**config.mk**
```make
export PLATFORM = sky130hd
export DESIGN_NAME = fnd_scan_ctrl_flat
export DESIGN_NICKNAME = d
export VERILOG_FILES = /design/src/rtl/fnd_scan_ctrl_if.sv /design/src/rtl/fnd_scan_ctrl.sv /design/src/flat_wrapper.sv
export SDC_FILE = /design/constraint.sdc
export NUM_CORES = 1
export LEC_CHECK = 0
export ABC_CLOCK_PERIOD_IN_PS = 3350
export CORE_MARGIN = 4
export CORE_UTILIZATION = 50
export DETAILED_ROUTE_END_ITERATION = 10
export GPL_TIMING_DRIVEN = 0
export PLACE_DENSITY = 0.82
export SLEW_MARGIN = 0
export SYNTH_ARGS = -nofsm -noshare
export SYNTH_HDL_FRONTEND = slang
export SYNTH_SLANG_ARGS = --single-unit
```
**constraint.sdc**
```tcl
create_clock -name clk -period 3.35 [get_ports clk]
set_input_delay 0.67 -clock clk [delete_from_list [all_inputs] [get_ports clk]]
set_output_delay 0.67 -clock clk [all_outputs]
set_load 0.02 [all_outputs]
```
**src/rtl/fnd_scan_ctrl_if.sv**
```systemverilog
// Signal bundle between the FND scan controller and its surroundings
// (digit mux feedback, mask registers, display pins).
interface fnd_scan_ctrl_if;
  logic       enable;
  logic [3:0] bcd;
  logic [7:0] blink_mask;
  logic [7:0] dp_mask;
  logic [2:0] sel;
  logic [7:0] fnd_com;
  logic       fnd_dp;
  logic       frame_tick;

  modport master (
    output enable, bcd, blink_mask, dp_mask,
    input  sel, fnd_com, fnd_dp, frame_tick
  );

  modport slave (
    input  enable, bcd, blink_mask, dp_mask,
    output sel, fnd_com, fnd_dp, frame_tick
  );
endinterface

```
**src/rtl/fnd_scan_ctrl.sv**
```systemverilog
// Multiplexed 7-segment scan controller: slot timing with anti-ghost gap, blink and DP masks.
// Optional leading-zero blanking is built when FND_LZB_EN is defined.
module fnd_scan_ctrl #(
  parameter int unsigned CLK_HZ     = 100_000_000,
  parameter int unsigned SCAN_HZ    = 1_000,
  parameter int unsigned GAP_CYC    = 2,
  parameter int unsigned NUM_DIGITS = 4,
  parameter int unsigned BLINK_HZ   = 2
) (
  input  logic         clk,
  input  logic         reset_n,
  fnd_scan_ctrl_if.slave fnd
);

  localparam int unsigned DIGIT_CYC  = CLK_HZ / SCAN_HZ;
  localparam int unsigned BLINK_HALF = CLK_HZ / (2 * BLINK_HZ);
  localparam int unsigned ND         = (NUM_DIGITS == 4) ? 4 : 8;
  localparam int unsigned CNT_W      = (DIGIT_CYC > 2) ? $clog2(DIGIT_CYC) : 1;
  localparam int unsigned BLK_W      = (BLINK_HALF > 2) ? $clog2(BLINK_HALF) : 1;

  localparam logic [CNT_W-1:0] CNT_LAST = CNT_W'(DIGIT_CYC - 1);
  localparam logic [CNT_W-1:0] GAP_LAST = CNT_W'(GAP_CYC - 1);
  localparam logic [BLK_W-1:0] BLK_LAST = BLK_W'(BLINK_HALF - 1);
  localparam logic [2:0]       SEL_LAST = 3'(ND - 1);

  typedef enum logic {
    ST_GAP,
    ST_SHOW
  } state_t;

  state_t           r_state;
  logic [CNT_W-1:0] r_cnt;
  logic [2:0]       r_sel;
  logic [BLK_W-1:0] r_blk_cnt;
  logic             r_blink_phase;
  logic [7:0]       r_com;
  logic             r_dp;
  logic             r_tick;

  logic w_slot_wrap;
  logic w_sel_last;
  logic w_frame_wrap;
  logic w_lz_blank_sel;
  logic w_blank;

  assign w_slot_wrap  = (r_cnt == CNT_LAST);
  assign w_sel_last   = (r_sel == SEL_LAST);
  assign w_frame_wrap = w_slot_wrap & w_sel_last;

`ifdef FND_LZB_EN
  logic [7:0] r_zacc;
  logic [7:0] r_zflag;
  logic [7:0] w_zacc_next;
  logic [7:0] w_lz_blank;

  // Flags gathered over one frame are committed at the frame wrap, so blanking lags a frame.
  always_comb begin
    w_zacc_next = r_zacc;
    if (r_state == ST_SHOW) w_zacc_next[r_sel] = (fnd.bcd == 4'd0);
    for (int unsigned i = 0; i < 8; i++) begin
      w_lz_blank[i] = (i != 0);
      for (int unsigned j = 0; j < 8; j++) begin
        if (j >= i && j < ND) w_lz_blank[i] = w_lz_blank[i] & r_zflag[j];
      end
    end
  end

  always_ff @(posedge clk) begin
    if (!reset_n) begin
      r_zacc  <= '0;
      r_zflag <= '0;
    end else if (fnd.enable) begin
      r_zacc <= w_zacc_next;
      if (w_frame_wrap) r_zflag <= w_zacc_next;
    end
  end

  assign w_lz_blank_sel = w_lz_blank[r_sel];
`else
  logic w_unused_bcd;
  assign w_unused_bcd   = ^fnd.bcd;
  assign w_lz_blank_sel = 1'b0;
`endif

  assign w_blank = (r_blink_phase & fnd.blink_mask[r_sel]) | w_lz_blank_sel;

  // Outputs are computed from the pre-edge cnt/sel, so commons trail sel by one cycle.
  always_ff @(posedge clk) begin
    if (!reset_n) begin
      r_state       <= ST_GAP;
      r_cnt         <= '0;
      r_sel         <= '0;
      r_blk_cnt     <= '0;
      r_blink_phase <= 1'b0;
      r_com         <= '1;
      r_dp          <= 1'b1;
      r_tick        <= 1'b0;
    end else if (!fnd.enable) begin
      r_com  <= '1;
      r_dp   <= 1'b1;
      r_tick <= 1'b0;
    end else begin
      r_tick <= w_frame_wrap;

      if (w_slot_wrap) begin
        r_cnt <= '0;
        r_sel <= w_sel_last ? 3'd0 : r_sel + 3'd1;
      end else begin
        r_cnt <= r_cnt + 1'b1;
      end

      case (r_state)
        ST_GAP:  if (r_cnt == GAP_LAST) r_state <= ST_SHOW;
        ST_SHOW: if (w_slot_wrap) r_state <= ST_GAP;
        default: r_state <= ST_GAP;
      endcase

      if (r_blk_cnt == BLK_LAST) begin
        r_blk_cnt     <= '0;
        r_blink_phase <= ~r_blink_phase;
      end else begin
        r_blk_cnt <= r_blk_cnt + 1'b1;
      end

      if (r_state == ST_SHOW && !w_blank) begin
        r_com <= ~(8'd1 << r_sel);
        r_dp  <= ~fnd.dp_mask[r_sel];
      end else begin
        r_com <= '1;
        r_dp  <= 1'b1;
      end
    end
  end

  assign fnd.sel        = r_sel;
  assign fnd.fnd_com    = r_com;
  assign fnd.fnd_dp     = r_dp;
  assign fnd.frame_tick = r_tick;

endmodule

```
**src/flat_wrapper.sv**
```systemverilog
// flat-port wrapper written by rule: the top's interface ports become plain ports
module fnd_scan_ctrl_flat 
#(
  parameter int unsigned CLK_HZ     = 100_000_000,
  parameter int unsigned SCAN_HZ    = 1_000,
  parameter int unsigned GAP_CYC    = 2,
  parameter int unsigned NUM_DIGITS = 4,
  parameter int unsigned BLINK_HZ   = 2
)
  (clk, reset_n, fnd_enable, fnd_bcd, fnd_blink_mask, fnd_dp_mask, fnd_sel, fnd_fnd_com, fnd_fnd_dp, fnd_frame_tick);
  fnd_scan_ctrl_if fnd_i ();
  input  logic clk;
  input  logic reset_n;
  input wire logic [$bits(fnd_i.enable)-1:0] fnd_enable;
  input wire logic [$bits(fnd_i.bcd)-1:0] fnd_bcd;
  input wire logic [$bits(fnd_i.blink_mask)-1:0] fnd_blink_mask;
  input wire logic [$bits(fnd_i.dp_mask)-1:0] fnd_dp_mask;
  output wire logic [$bits(fnd_i.sel)-1:0] fnd_sel;
  output wire logic [$bits(fnd_i.fnd_com)-1:0] fnd_fnd_com;
  output wire logic [$bits(fnd_i.fnd_dp)-1:0] fnd_fnd_dp;
  output wire logic [$bits(fnd_i.frame_tick)-1:0] fnd_frame_tick;
  assign fnd_i.enable = fnd_enable;
  assign fnd_i.bcd = fnd_bcd;
  assign fnd_i.blink_mask = fnd_blink_mask;
  assign fnd_i.dp_mask = fnd_dp_mask;
  assign fnd_sel = fnd_i.sel;
  assign fnd_fnd_com = fnd_i.fnd_com;
  assign fnd_fnd_dp = fnd_i.fnd_dp;
  assign fnd_frame_tick = fnd_i.frame_tick;
  fnd_scan_ctrl #(.CLK_HZ(CLK_HZ), .SCAN_HZ(SCAN_HZ), .GAP_CYC(GAP_CYC), .NUM_DIGITS(NUM_DIGITS), .BLINK_HZ(BLINK_HZ)) u_core (.clk(clk), .reset_n(reset_n), .fnd(fnd_i));
endmodule
```
* Word-level counts from Yosys, hierarchy flattened
Index checks and enable logic that the tools add are counted.
** Operators by class
- Add/sub/neg operators :: 3
- Multipliers :: 0
- Divide/modulo/power cells :: 0
- $lt $le $gt $ge :: 1
- Eq/ne operators :: 4
- Shift operators :: 1
- Muxes and demuxes :: 10
- Bitwise gates (word level) :: 6
- Reductions and logical operators :: 6
** Operator list (number)
- $add A25 B1 Y25 const B :: 1
- $eq A25 B25 Y1 const B :: 1
- $mux W25 :: 1
- $add A17 B1 Y17 const B :: 1
- $eq A17 B1 Y1 const B :: 1
- $eq A17 B17 Y1 const B :: 1
- $mux W17 :: 1
- $not A8 Y8 :: 1
- $shl A1 B3 Y8 const A :: 1
- $bmux W1 S3 :: 2
- $reduce_and A2 Y1 :: 3
- $lt A3 B4 Y1 const B :: 1
- $mux W1 :: 4
- $add A3 B1 Y3 const B :: 1
- $eq A3 B2 Y1 const B :: 1
- $mux W3 :: 1
- $not A1 Y1 :: 3
- $reduce_and A3 Y1 :: 1
- $and A1 B1 Y1 :: 2
- $pmux W1 S2 :: 1
- $logic_and A1 B1 Y1 :: 1
- $logic_not A1 Y1 :: 1
** Word-level totals
- Register bits after elaboration :: 57
- Bits in latches :: 0
- RAM bits :: 0
- ROM bits :: 0
- Bits of input ports :: 23
- Output and inout bits :: 13
- Word-level logic and storage cells :: 39
- Memories :: 0

* Longest topological paths before layout
Gate-level depths: netlist of run 1.
- Depth after elaboration :: 6
- Mapped depth :: 6
- Depth with buffers taken out :: 5

* Worst setup path after synthesis of run 1
Ideal clock, no wire load.
- Path kind :: in2reg
- Start point :: input port fnd_enable
- End point :: register u_core.r_cnt[15]
- Arrival :: 1.961 ns
- Required time :: 3.280 ns
- Setup slack :: 1.319 ns
- Cell stages on the path :: 5
- Cells stage by stage :: clkbuf_1 > nand4_1 > nor3_1 > or3b_2 > a21oi_1
** RTL lines
- start: declaration :: RTL line flat_wrapper.sv:14 : input wire logic [$bits(fnd_i.enable)-1:0] fnd_enable;
- end signal: assignment :: RTL line fnd_scan_ctrl.sv:109 : r_cnt <= r_cnt + 1'b1;
- end: declaration :: RTL line fnd_scan_ctrl.sv:32 : logic [CNT_W-1:0] r_cnt;

==> results.json, run 1 <==
{
  "syn_inst": 316,
  "wire_per_inst_um": 14.2,
  "grt_pass1_vias": 2339,
  "syn-cell-area_sq_mm": 0.00278,
  "slew_viol_final": 0,
  "powerDensity_mw_per_mm2": 393,
  "relSlewSlack": 0.548,
  "drt_wl_total_um": 6100,
  "die_h_um": 82.6,
  "grt_first_pass_wirelength_um": 10500,
  "synthFlopType": "dfxtp_1",
  "clk_pin_slew_ns": 0.06,
  "seq_area_sq_mm": 0.00114,
  "synthArstFlopShare": 0,
  "place_ws_ns": 0.450,
  "p_int_mw": 1.04,
  "dp_cells": 416,
  "seqPwrFrac": 0.525,
  "vias": 2498,
  "end_kind": "flop",
  "met3_usage": 0.0488,
  "critPathKind": "in -> reg",
  "tightest_slew_ns": 0.671,
  "grt-ovfl-total": 0,
  "syn_nets": 346,
  "synth_seq_cells": 57,
  "die_area_sq_mm": 0.00682,
  "via_per_inst": 5.82,
  "maxCapViolCount": 0,
  "synth_cell_type_count": 38,
  "clock.fmax_ghz": 0.386,
  "first_pass_iters": 4,
  "root_buffer": "clkbuf_8",
  "hold_end": "u_core.r_blink_phase",
  "finalHoldViolCount": 0,
  "diodes": 0,
  "holdBufCountCts": 0,
  "cts_buffer_depth": 2,
  "p_clk_frac": 0.426,
  "num_io_pins": 36,
  "synth-edff-count": 0,
  "clk_latency_ns": 0.33,
  "pwr-share-comb": 0.049,
  "cts_tree": "done",
  "cts_sinks": 57,
  "yosys_warnings": 0,
  "drive_above_1_share": 0.0808,
  "hold_start": "u_core.r_blink_phase",
  "min_path_type": "reg -> reg",
  "cts_htree_levels": 3,
  "period_share": 0.773,
  "power.switching_mw": 0.278,
  "syn2layout_area_growth_pct": 20.0,
  "power_mw": 1.31,
  "final-setup-viol-count": 0,
  "nFillCells": 476,
  "final_cell_area_sq_mm": 0.00334,
  "whs_ns": 0.473,
  "rsz0062_at_grt": "no",
  "min_path_cells": 2,
  "timing.rr.end": "u_core.r_blk_cnt[16]",
  "fin_nets": 387,
  "skew_ns": 0.00392,
  "finalSetupTns_ns": 0,
  "ant_nets": 0,
  "fin_util": 0.637,
  "core_area_sq_mm": 0.00524,
  "dpl_cell_area_sq_mm": 0.00317,
  "cts_resized": 0,
  "min_period_ns": 2.59,
  "cp-start-kind": "input port",
  "status": "finished, final reports clean",
  "place_congestion": 0.824,
  "rrSetupSlack_ns": 1.03,
  "rr_worst_depth": 5,
  "instances_no_fill": 429,
  "syn_area_per_cell_sq_um": 8.80,
  "fin_ws_ns": 0.759,
  "portBuffers": 30,
  "required_ns": 3.62,
  "drt_iter0_drc": 128,
  "antenna_found_initial": 0,
  "seq_area_frac_synth": 0.410,
  "ir_worst_vdd_uv": 287,
  "busiest_layer": "met2",
  "p_leak_nw": 1.07,
  "cts_buffers": 9,
  "r2r-start": "u_core.r_blk_cnt[0]",
  "grt_max_degree": 11,
  "cp.arrival_ns": 2.86,
  "initial_core_util": 0.531,
  "track_usage": 0.200,
  "drc": 0,
  "p_sw_frac": 0.212,
  "dp_hpwl_um": 4390,
  "num_rows": 26,
  "post_cts_buffers": 0,
  "worstSetupStartpoint": "fnd_enable",
  "worst-path-max-fanout": 10,
  "fp.dieW_um": 82.6,
  "met1_usage": 0.243,
  "multi_input_area_sq_mm": 0.00155,
  "grt_util_met2": 0.327
}
[how the worst max path moves through the flow]
stage / endpoint / slack [ns]
floorplan: u_core.r_cnt[15] / 1.32
global placement: u_core.r_blk_cnt[11] / 0.50
detailed placement: u_core.r_blk_cnt[16] / 0.45
CTS: u_core.r_cnt[15] / 0.80
global route: u_core.r_cnt[15] / 0.62
finish: u_core.r_cnt[15] / 0.76
[cells by family (layout without fill, tap and decap cells)]
logic type      after synthesis  after routing  share of synthesized area
compound gates               41             41                     0.0868
xor+xnor                     25             25                     0.0787
fa+ha+maj                     7              7                     0.0315
buf+inv                      21             64                     0.0337
flops                        57             57                      0.410
mux                           8              8                     0.0472
simple gates                157            157                      0.312
[layer usage]
layer / wire [um] / part of all wire / vias to the layer above
li1: - / - / 1235
met1: 2750 / 0.45 / 1207
met2: 3010 / 0.49 / 49
met3: 271 / 0.044 / 7
met4: 65 / 0.011 / 0
met5: 0 / 0 / -
[final cells by class]
cell class	instances	area share
Multi-Input combinational cell	238	0.463
Inverter	9	0.0101
Sequential cell	57	0.342
Tap cell	70	0.0262
Timing Repair Buffer	30	0.0900
Clock buffer	13	0.0506
Buffer	12	0.0180
[state kept, by name, summed over array words and instances, names as in the netlist]
signal	flops
u_core.fnd.fnd_com	8
u_core.fnd.fnd_dp	1
u_core.fnd.frame_tick	1
u_core.fnd.sel	3
u_core.r_blink_phase	1
u_core.r_blk_cnt	25
u_core.r_cnt	17
u_core.r_state	1
[Yosys cell counts (2+ instances only)]
cell type  number  area share
and3_1          4      0.0090
nand2_1        19       0.026
clkbuf_1        9       0.012
or3b_2          2      0.0063
xor2_1          9       0.028
xnor2_1        16       0.050
a31oi_1         2      0.0045
and2_1          5       0.011
ha_1            7       0.031
nand4_1        27       0.061
or4_4           2      0.0081
o21ai_0        16       0.029
nor2b_1         3      0.0067
inv_1           8       0.011
mux2i_1         3       0.011
buf_4           2      0.0054
and4_1          9       0.028
nand3_1        14       0.025
nor3_1          7       0.013
dfxtp_1        57        0.41
nand2b_1        3      0.0067
nor4_1         11       0.025
mux4_2          4       0.032
nor2_1         36       0.049
or3_1          11       0.025
a21oi_1        18       0.032
[power groups by stage]
stage	clock, mW	combinational [mW]	sequential (mW)
global route	0.601	0.0699	0.690
finish	0.560	0.0643	0.690
floorplan	0	0.0336	0.703
CTS	0.573	0.0644	0.690
global placement	0	0.0613	0.704
detailed placement	0	0.0640	0.704
[worst max-delay path, stage by stage]
cell             delay, ns
clkdlybuf4s50_1       0.53
clkbuf_1              0.32
nand4_1               0.35
nor3_1                0.37
or3b_2                0.48
a21oi_1               0.14
[placed cells by master (no fill, tap or decap)]
| master | Yosys | layout |
|---|---|---|
| buf_4 | 2 | 2 |
| o21ai_0 | 16 | 16 |
| and2_1 | 5 | 5 |
| mux2_2 | 1 | 1 |
| buf_6 | 1 | 1 |
| nand4b_1 | 1 | 1 |
| a31o_2 | 1 | 1 |
| dfxtp_1 | 57 | 57 |
| clkdlybuf4s50_1 | 0 | 30 |
| nor3_1 | 7 | 7 |
| nor4bb_1 | 1 | 1 |
| ha_1 | 7 | 7 |
| and3_2 | 1 | 1 |
| mux4_2 | 4 | 4 |
| nor2_1 | 36 | 36 |
| inv_1 | 8 | 8 |
| nand3_1 | 14 | 14 |
| nand4_1 | 27 | 27 |
| o21ai_4 | 1 | 1 |
| a21oi_1 | 18 | 18 |
| or4_4 | 2 | 2 |
| and4_1 | 9 | 9 |
| mux2i_1 | 3 | 3 |
| nor4_1 | 11 | 11 |
| o41ai_2 | 1 | 1 |
| nand2b_1 | 3 | 3 |
| clkbuf_8 | 0 | 12 |
| a31oi_1 | 2 | 2 |
| nor2b_1 | 3 | 3 |
| xnor2_1 | 16 | 16 |
| clkinv_1 | 1 | 1 |
| and3_1 | 4 | 4 |
| and4_2 | 1 | 1 |
| o2111ai_1 | 1 | 1 |
| or3_1 | 11 | 11 |
| or3b_2 | 2 | 2 |
| nand2_1 | 19 | 19 |
| clkbuf_1 | 9 | 10 |
| o41ai_1 | 1 | 1 |
| xor2_1 | 9 | 9 |
No activity file was read; power rests on OpenSTA's default activity.
==> run 2, diff against run 1 <==
- ABC_CLOCK_PERIOD_IN_PS: 3350 -> 2400
- clock period: 3.35 -> 2.4 ns (I/O delays scaled with it)
==> run 2 against run 1 <==
Effect of this change:
- clock skew rose by 0.00095 ns
- wire length rose by 1.6%
- largest power group unchanged
- power rose by 40%
- worst hold slack got worse by 0.0083 ns
==> results.json, run 2 (synthesis results as in run 1) <==
{
  "cts_buffers": 9,
  "drc": 0,
  "p_clk_frac": 0.426,
  "num_io_pins": 36,
  "clock.fmax_ghz": 0.430,
  "wire_per_inst_um": 14.4,
  "p_sw_frac": 0.212,
  "num_rows": 26,
  "largest_reg_flops": 25,
  "drt_iter0_drc": 136,
  "drive_above_1_share": 0.0859,
  "tightest_slew_ns": 0.668,
  "maxCapViolCount": 0,
  "first_pass_iters": 4,
  "clk_pin_slew_ns": 0.06,
  "final_cell_area_sq_mm": 0.00336,
  "period_share": 0.970,
  "grt_first_pass_wirelength_um": 10500,
  "status": "finished, final reports clean",
  "min_path_type": "in -> reg",
  "min_period_ns": 2.33,
  "root_buffer": "clkbuf_8",
  "path_delay_family": "buffers and inverters",
  "grt_max_degree": 11,
  "min_path_cells": 3,
  "antenna_found_initial": 0,
  "core_area_sq_mm": 0.00524,
  "rr_worst_depth": 5,
  "p_int_mw": 1.45,
  "final-setup-viol-count": 0,
  "finalHoldViolCount": 0,
  "die_area_sq_mm": 0.00682,
  "cts_tree": "done",
  "critPathKind": "in -> reg",
  "cp-start-kind": "input port",
  "pwr-share-comb": 0.050,
  "cp_cell_sequence": "clkdlybuf4s50_1, nand4_1, o41ai_4, clkbuf_1, nor2_1",
  "fp.dieW_um": 82.6,
  "nFillCells": 471,
  "layout_commonest_cell": "dfxtp_1",
  "path_buf_inv": 2,
  "vias": 2486,
  "p_leak_nw": 1.09,
  "dp_hpwl_um": 4390,
  "via_per_inst": 5.77,
  "power.switching_mw": 0.389,
  "syn2layout_area_growth_pct": 21.0,
  "cp_num_cells": 5,
  "seqPwrFrac": 0.525,
  "top_register": "u_core.r_blk_cnt",
  "cpPeakStageDelay_ns": 0.59,
  "relSlewSlack": 0.551,
  "ir_worst_vdd_uv": 401,
  "ant_nets": 0,
  "fin_nets": 389,
  "dpl_cell_area_sq_mm": 0.00317,
  "skew_ns": 0.00487,
  "diodes": 0,
  "worst-path-max-fanout": 10,
  "slew_viol_final": 0,
  "cts_sinks": 57,
  "die_h_um": 82.6,
  "powerDensity_mw_per_mm2": 545,
  "cts_buffer_depth": 2,
  "grt_pass1_vias": 2339,
  "required_ns": 2.60,
  "end_kind": "flop",
  "layout_common_cells": "57 x dfxtp_1, 36 x nor2_1, 30 x clkdlybuf4s50_1",
  "clk_latency_ns": 0.33,
  "crit_slowest_cell": "o41ai_4",
  "initial_core_util": 0.531,
  "place_congestion": 0.824,
  "cts_htree_levels": 3,
  "power_mw": 1.84,
  "cp.arrival_ns": 2.53,
  "track_usage": 0.200,
  "drt_wl_total_um": 6200,
  "grt-ovfl-total": 0,
  "portBuffers": 30
}
## run 2: changes by cell type in the layout (fill, tap and decap cells not counted), sizes merged
| cell | change |
|---|---|
| buf | +2 |
## run 2: power groups by stage
stage | combinational, mW | clock [mW] | sequential [mW]
after floorplan | 0.0468 | 0 | 0.982
after global placement | 0.0855 | 0 | 0.983
after detailed placement | 0.0893 | 0 | 0.983
after CTS | 0.0899 | 0.800 | 0.962
after global routing | 0.0987 | 0.839 | 0.963
final | 0.0910 | 0.781 | 0.963
## run 2: repair_timing
item	in CTS	in global routing
resized for setup	0	1
endpoints found under the hold margin	0	0
hold buffers	0	0
endpoints found under the setup margin	0	21
setup buffers	0	2
## run 2: layout make-up
class | instances | area, sq um | share of cell area
buffer | 12 | 60.1 | 0.0179
clock buffer | 13 | 169 | 0.0502
inverter | 9 | 33.8 | 0.0100
multi-input combinational | 238 | 1560 | 0.463
sequential | 57 | 1140 | 0.339
tap | 70 | 87.6 | 0.0260
timing repair buffer | 32 | 315 | 0.0937
## run 2: stage by stage
stage               worst slack (ns)   util  cells  hold WS [ns]  TNS, ns
global route                 -0.0167  0.642    431         0.481  -0.0389
global placement              -0.259  0.605    416         0.458    -5.04
floorplan                      0.416      -    316         0.443        0
finish                        0.0720  0.642    431         0.465        0
detailed placement            -0.310  0.605    416         0.462    -6.09
CTS                           0.0414  0.637    429         0.440        0
## run 2: worst reg2reg max path, cell delays in order (launching register included)
cell      delay [ns]
dfxtp_1         0.40
ha_1            0.21
nand4_1         0.37
o41ai_4         0.59
clkbuf_1        0.46
nor2_1          0.10
## run 2: metal layers
layer	GRT usage	vias up	share of wire
met2	0.327	34	0.49
met1	0.243	1195	0.46
met3	0.0488	13	0.036
li1	-	1244	-
met5	0	-	0
met4	0.105	0	0.019
## run 2: worst paths after layout
kind | slack, ns | startpoint | to
hold reg to reg | 0.46 | u_core.r_blink_phase | u_core.r_blink_phase
setup reg to reg | 0.14 | u_core.r_blk_cnt[0] | u_core.r_blk_cnt[2]
setup / recovery | 0.07 | fnd_enable | u_core.r_blk_cnt[2]
hold / removal | 0.46 | reset_n | u_core.fnd.sel[2]
